## src/rtl/ser_link_pkg.sv

```systemverilog
// Shared definitions for the serial parameter link.
// Both the serializer and the deserializer import this package so that
// the sync pattern, word geometry and state names agree at both ends.
package ser_link_pkg;

   localparam int WORD_W_DEF    = 35;
   localparam int NUM_WORDS_DEF = 12;

   // Sync test pattern sent ahead of every payload
   localparam logic [WORD_W_DEF-1:0] TP_DEF = 35'h5_A5A5_A5A5;

   typedef enum logic [1:0] {
      IDLE,
      SYNC,
      DATA,
      GAP
   } ser_state_t;

   // Bits on the wire per frame: the sync word plus every payload word
   function automatic int frame_bits(input int num_words, input int word_w);
      return (1 + num_words) * word_w;
   endfunction

endpackage

```

## src/rtl/ser_bit_timer.sv

```systemverilog
// Serial bit timer: divides clk_in into bit periods of CLKDIV cycles.
// The serial clock is low for the first half of a bit and high for the
// second half, so the receiver's rising-edge sample lands mid-bit.
module ser_bit_timer
#(
   parameter int CLKDIV = 8
)(
   input  logic clk_in,
   input  logic rst_in,
   input  logic run,
   input  logic clk_en_next,
   output logic ser_clk,
   output logic bit_start,
   output logic bit_end
);

   localparam int PW = $clog2(CLKDIV);
   localparam logic [PW-1:0] LAST_PHASE = PW'(CLKDIV - 1);
   localparam logic [PW-1:0] HALF_PHASE = PW'(CLKDIV / 2);

   logic [PW-1:0] phase;
   logic [PW-1:0] phase_next;

   // Phase advances while a frame is active and wraps at the terminal count
   always_comb begin
      phase_next = '0;
      if (run && (phase != LAST_PHASE)) begin
         phase_next = phase + 1'b1;
      end
   end

   // Register the phase and the serial clock level for the coming cycle
   always_ff @(posedge clk_in or negedge rst_in) begin
      if (!rst_in) begin
         phase   <= '0;
         ser_clk <= 1'b0;
      end else begin
         phase   <= phase_next;
         ser_clk <= clk_en_next && (phase_next >= HALF_PHASE);
      end
   end

   assign bit_start = run && (phase == '0);
   assign bit_end   = run && (phase == LAST_PHASE);

endmodule

```

## src/rtl/param_serializer.sv

```systemverilog
// Transmit end of the servo parameter link. A frame is the sync pattern
// followed by NUM_WORDS signed coefficient words, each sent MSB first,
// then a few idle bit periods before done is pulsed. Payload is captured
// into a shadow register at start so later input changes cannot tear it.
module param_serializer
   import ser_link_pkg::*;
#(
   parameter int                NUM_WORDS = NUM_WORDS_DEF,
   parameter int                WORD_W    = WORD_W_DEF,
   parameter int                CLKDIV    = 8,
   parameter logic [WORD_W-1:0] TP        = TP_DEF,
   parameter int                GAP_BITS  = 4
)(
   input  logic                        clk_in,
   input  logic                        rst_in,
   input  logic                        start_in,
   input  logic [NUM_WORDS*WORD_W-1:0] words_in,
   output logic                        busy_out,
   output logic                        done_out,
   output logic                        ser_clk_out,
   output logic                        ser_trig_out,
   output logic                        ser_data_out
);

   localparam int BCW = $clog2(WORD_W);
   localparam int WCW = $clog2(NUM_WORDS + 1);
   localparam logic [BCW-1:0] LAST_BIT  = BCW'(WORD_W - 1);
   localparam logic [BCW-1:0] GAP_END   = BCW'(GAP_BITS);
   localparam logic [WCW-1:0] LAST_WORD = WCW'(NUM_WORDS);

   ser_state_t        state;
   ser_state_t        state_next;
   logic [WORD_W-1:0] shadow      [NUM_WORDS];
   logic [WORD_W-1:0] shadow_next [NUM_WORDS];
   logic [WORD_W-1:0] shift_reg;
   logic [WORD_W-1:0] shift_next;
   logic [BCW-1:0]    bit_cnt;
   logic [BCW-1:0]    bit_next;
   logic [WCW-1:0]    word_cnt;
   logic [WCW-1:0]    word_next;
   logic              busy_next;
   logic              trig_next;
   logic              done_next;
   logic              bit_start;
   logic              bit_end;

   ser_bit_timer #(
      .CLKDIV(CLKDIV)
   ) u_timer (
      .clk_in     (clk_in),
      .rst_in     (rst_in),
      .run        (state != IDLE),
      .clk_en_next(trig_next),
      .ser_clk    (ser_clk_out),
      .bit_start  (bit_start),
      .bit_end    (bit_end)
   );

   // The line bit is the MSB of the shift register; it is cleared on the
   // way into the gap, so idle and gap periods stay low without extra gating
   assign ser_data_out = shift_reg[WORD_W-1];

   // Next-state logic: sequencing of sync word, payload words and gap.
   // word_cnt counts frame words, 0 being the sync pattern, so during the
   // payload it also indexes the next shadow word to load.
   always_comb begin
      state_next  = state;
      shadow_next = shadow;
      shift_next  = shift_reg;
      bit_next    = bit_cnt;
      word_next   = word_cnt;
      done_next   = 1'b0;
      case (state)
         IDLE: begin
            if (start_in) begin
               for (int k = 0; k < NUM_WORDS; k++) begin
                  shadow_next[k] = words_in[k*WORD_W +: WORD_W];
               end
               shift_next = TP;
               bit_next   = '0;
               word_next  = '0;
               state_next = SYNC;
            end
         end
         SYNC, DATA: begin
            if (bit_end) begin
               if (bit_cnt == LAST_BIT) begin
                  bit_next = '0;
                  if ((state == DATA) && (word_cnt == LAST_WORD)) begin
                     word_next  = '0;
                     shift_next = '0;
                     state_next = GAP;
                  end else begin
                     shift_next = shadow[word_cnt];
                     word_next  = word_cnt + 1'b1;
                     state_next = DATA;
                  end
               end else begin
                  bit_next   = bit_cnt + 1'b1;
                  shift_next = {shift_reg[WORD_W-2:0], 1'b0};
               end
            end
         end
         GAP: begin
            if (bit_start) begin
               bit_next = bit_cnt + 1'b1;
            end
            if (bit_end && (bit_cnt == GAP_END)) begin
               bit_next   = '0;
               state_next = IDLE;
               done_next  = 1'b1;
            end
         end
         default: begin
            state_next = IDLE;
         end
      endcase
      busy_next = (state_next != IDLE);
      trig_next = (state_next == SYNC) || (state_next == DATA);
   end

   // State, datapath and registered status outputs
   always_ff @(posedge clk_in or negedge rst_in) begin
      if (!rst_in) begin
         state        <= IDLE;
         shift_reg    <= '0;
         bit_cnt      <= '0;
         word_cnt     <= '0;
         busy_out     <= 1'b0;
         done_out     <= 1'b0;
         ser_trig_out <= 1'b0;
         for (int k = 0; k < NUM_WORDS; k++) begin
            shadow[k] <= '0;
         end
      end else begin
         state        <= state_next;
         shift_reg    <= shift_next;
         bit_cnt      <= bit_next;
         word_cnt     <= word_next;
         busy_out     <= busy_next;
         done_out     <= done_next;
         ser_trig_out <= trig_next;
         for (int k = 0; k < NUM_WORDS; k++) begin
            shadow[k] <= shadow_next[k];
         end
      end
   end

endmodule
```

## config.mk

```make
export PLATFORM = sky130hd
export DESIGN_NAME = param_serializer
export DESIGN_NICKNAME = d
export VERILOG_FILES = /design/src/rtl/ser_link_pkg.sv /design/src/rtl/ser_bit_timer.sv /design/src/rtl/param_serializer.sv
export SDC_FILE = /design/constraint.sdc
export NUM_CORES = 1
export LEC_CHECK = 0
export ABC_AREA = 1
export BUFFER_PORTS_ARGS = -buffer_cell sky130_fd_sc_hd__buf_2
export CAP_MARGIN = 20
export CORE_ASPECT_RATIO = 0.6
export CORE_MARGIN = 2
export CORE_UTILIZATION = 30
export CTS_BUF_LIST = sky130_fd_sc_hd__clkbuf_4
export CTS_CLUSTER_SIZE = 16
export DETAILED_ROUTE_END_ITERATION = 16
export SLEW_MARGIN = 5
export SYNTH_ARGS = -nofsm -noshare
export SYNTH_HDL_FRONTEND = slang
export SYNTH_SLANG_ARGS = --single-unit
```

## constraint.sdc

```tcl
create_clock -name clk_in -period 2.7 [get_ports clk_in]
set_input_delay 0.54 -clock clk_in [delete_from_list [all_inputs] [get_ports clk_in]]
set_output_delay 0.54 -clock clk_in [all_outputs]
set_load 0.1 [all_outputs]
```

==> qor.csv <==
stage;metric;value;unit
cells_and_area;Layout area overhead;40.2;%
sta;RSZ-0062 raised after global routing;false;
logic_synthesis;syn nets;3181;
cells_and_area;fillcell total;7449;
power_and_ir_drop;P_leak;17.1;nW
die;chip height;218;µm
route;Vias per Instance;4.58;
die;Die W;361;µm
sta;post-route setup TNS;0;ns
route;DR vias;21585;
setup_path;Worst Path Arrival;3.23;ns
logic_synthesis;Cell variety after synth;30;
global_route;largest net degree at the start of global routing;95;
sta;final worst path period need;2.39;ns
global_route;vias in the first global route;21768;
logic_synthesis;top area cells in the synthesized netlist;dfrtp_1, nand2_1, mux2_2, nand3_1, nor2_1;
power_and_ir_drop;P per Cell Area;448;nW/µm²
route;DRC Markers;0;
placement;Setup WS pre-CTS;0.293;ns
placement;placed standard-cell area;26400;µm²
logic_synthesis;number of synthesized flops with an enable pin;0;
route;remaining antenna violation count;0;
logic_synthesis;synth warn;0;
setup_path;R2R Path Start;state[0]$_DFF_PN0_;
sta;endpoints failing setup;0;
placement;Detailed Place HPWL;57100;µm
placement;RePlAce Congestion;0.855;
clock_tree;clock tree from TritonCTS;built;
placement;# port buffers;427;
placement;DP Cell Count;4077;
sta;FMAX;419;MHz
die;die area;78800;µm²
setup_path;CP Data Required Time;3.54;ns
route;WL/cell;18.1;µm
setup_path;R2R Setup Slk;0.31;ns
sta;Max Transition Viols Final;0;
min_path;Worst Hold Class;input port to async pin;
logic_synthesis;share of the synthesized area in the top cell type;51.7;%
sta;Slew Limit Headroom;54.2;%
logic_synthesis;Synth Register Bits;474;
sta;Final Hold Viols;0;
logic_synthesis;Cell Area, Synth;23000;µm²
setup_path;crit path launch type;flip-flop;
sta;worst setup margin;0.311;ns
logic_synthesis;syn avg cell area;8.36;µm²
die;Initial Util;30.4;%
setup_path;Setup CP Type;flip-flop to flip-flop;
logic_synthesis;Synth Area in Compound Gates;5.55;%
logic_synthesis;post-synthesis xor/xnor area fraction;0.114;%
logic_synthesis;most frequent cell after synthesis;nand2_1;
logic_synthesis;dominant synthesized flop cell;dfrtp_1;
route;wirelength, routed;85100;µm
job;max_cap viols;0;
setup_path;max incr delay on CP;0.40;ns
setup_path;worst-path fanout max;8;
setup_path;R2R Path End;u_timer.ser_clk$_DFF_PN0_;
logic_synthesis;Synth top cells by count;nand2_1, dfrtp_1, nor2_1;
global_route;antenna violations before repair;7;
global_route;first-pass GRT wire length;129000;µm
logic_synthesis;Syn Inst Count;2746;
sta;slew at the pin closest to its max-slew limit;0.686;ns
cells_and_area;layout cell share with drive strength beyond 1;24.8;%
logic_synthesis;largest area contributor in the netlist;dfrtp_1;
route;drt first pass iters;7;
die;I/O pin cnt;428;
sta;Final Skew;0.0895;ns
clock_tree;clk buf depth;3;
clock_tree;Num CTS Buffers;120;
setup_path;worst r2r path cells;13;
setup_path;Slowest cell on crit path;dfrtp_1;
cells_and_area;Design Area, Final;32200;µm²
cells_and_area;flip-flop count of the largest register after layout;420;
cells_and_area;Finished Layout Cells;4712;
clock_tree;worst skew pair latency;1.01;ns
die;num rows;78;
clock_tree;CTS sink count;474;
route;First DRT Iteration DRCs;1716;
die;core footprint;75600;µm²
logic_synthesis;sequential-to-total area share from yosys stat;51.7;%
logic_synthesis;combinational family with the most area after synthesis;simple AND/OR/NAND/NOR gates;
logic_synthesis;mux contribution to synthesized area;10.0;%
logic_synthesis;Adder-Cell Fraction of Synth Area;0.654;%
global_route;total gr overflow;0;
clock_tree;CTS root buf;clkbuf_4;
logic_synthesis;asr flop ratio synth;100;%
clock_tree;H-tree depth;3;
run_status;status;finished clean;
sta;fin crit share;88.5;%
setup_path;Critical Path Most Common Cell;nand2_1;
setup_path;CP Capture Type;flip-flop;
setup_path;cells along the critical path;inv_1, ha_2, inv_2, nand2_2, nor2_1, nand2_1, nand2_1, a21oi_1, nand2_1, nand2_1, inv_1, ha_1, nor3b_1;
logic_synthesis;Simple-Gate Fraction of Synth Area;23.8;%
clock_tree;Post-CTS Setup Inserts;0;
power_and_ir_drop;Max VDD drop;0.293;mV
clock_tree;CTS clk-pin slew, worst paths;0.07;ns
cells_and_area;Final Net Count;4058;
global_route;Tot GR Track Use;21.5;%
cell type report:
type | count | area, µm² | area share (%)
Sequential cell | 474 | 11900 | 36.9
Multi-Input combinational cell | 1807 | 9240 | 28.7
Timing Repair Buffer | 922 | 7200 | 22.4
Tap cell | 1000 | 1250 | 3.89
Clock buffer | 162 | 1220 | 3.78
Inverter | 298 | 1130 | 3.51
Clock inverter | 41 | 263 | 0.816
Antenna cell | 8 | 20.0 | 0.0622
cell usage in the layout (no fill, tap or decap), drive strengths merged:
cell         instances
dlygate4sd3        424
o211ai               1
bufinv               3
diode                8
clkinv              41
nand3              306
ha                  12
nor3b                1
buf                498
nand4                5
inv                294
nor2               393
clkinvlp             1
a21oi              219
dfrtp              474
xor2                 3
o21ai               23
clkbuf             162
or2                  1
nand2              639
mux2               204
worst max path at each step:
stage                            start  slack [ns]  depth (start not counted)                        end
3_5_place_dp        state[0]$_DFF_PN0_        0.29                         13  u_timer.ser_clk$_DFF_PN0_
3_3_place_gp        state[0]$_DFF_PN0_        0.36                         13  u_timer.ser_clk$_DFF_PN0_
4_1_cts             state[0]$_DFF_PN0_        0.20                         13  u_timer.ser_clk$_DFF_PN0_
6_report            state[0]$_DFF_PN0_        0.31                         13  u_timer.ser_clk$_DFF_PN0_
5_1_grt             state[0]$_DFF_PN0_         0.1                         13  u_timer.ser_clk$_DFF_PN0_
2_1_floorplan  word_cnt[1]$_DFFE_PN0P_        0.58                         11  u_timer.ser_clk$_DFF_PN0_
timing repair:
item	4_1_cts	5_1_grt
hold endpoints to repair	873	0
gates resized for setup	0	1
endpoints found under the setup margin	0	1
hold buffers	424	0
metal layers:
metal,vias to the layer above,share of wire [%],GRT usage [%]
met4,2,2.0,6.43
met1,10366,46,30.0
li1,10485,-,-
met5,-,0.015,0
met3,116,6.9,5.33
met2,616,45,32.9
stage by stage:
| step | power [mW] | utilization (%) | hold slack [ns] |
|---|---|---|---|
| after global placement | 7.78 | 35.0 | 0.448 |
| after global routing | 15.1 | 42.5 | 0.0784 |
| after CTS | 14.6 | 42.5 | 0.0166 |
| final | 14.4 | 42.6 | 0.119 |
| after floorplan | 7.24 | - | 0.244 |
| after detailed placement | 7.78 | 35.0 | 0.448 |
cell families (layout without fill, tap and decap cells):
| kind of cell | Yosys count | count (layout) |
|---|---|---|
| other | 0 | 8 |
| multiplexers | 204 | 204 |
| AND/OR/NAND/NOR | 1345 | 1345 |
| AO/OA/AOI/OAI | 243 | 243 |
| XOR/XNOR | 3 | 3 |
| flip-flops | 474 | 474 |
| buffers and inverters | 465 | 1423 |
| adder cells (fa/ha/maj) | 12 | 12 |
critical path: cells and delay by family (launching register included):
kind	cells	cell delay, ns
and+or+nand+nor	7	0.77
adders and majority gates	2	0.61
DFF	1	0.40
buffers and inverters	3	0.30
AOI/OAI and AO/OA	1	0.15
power breakdown:
group	switching, mW	total, mW	internal (mW)
registers	0	7.10	7.10
clock network	3.21	6.28	3.06
logic	0.396	1.04	0.640
(Power assumes the default switching activity.)
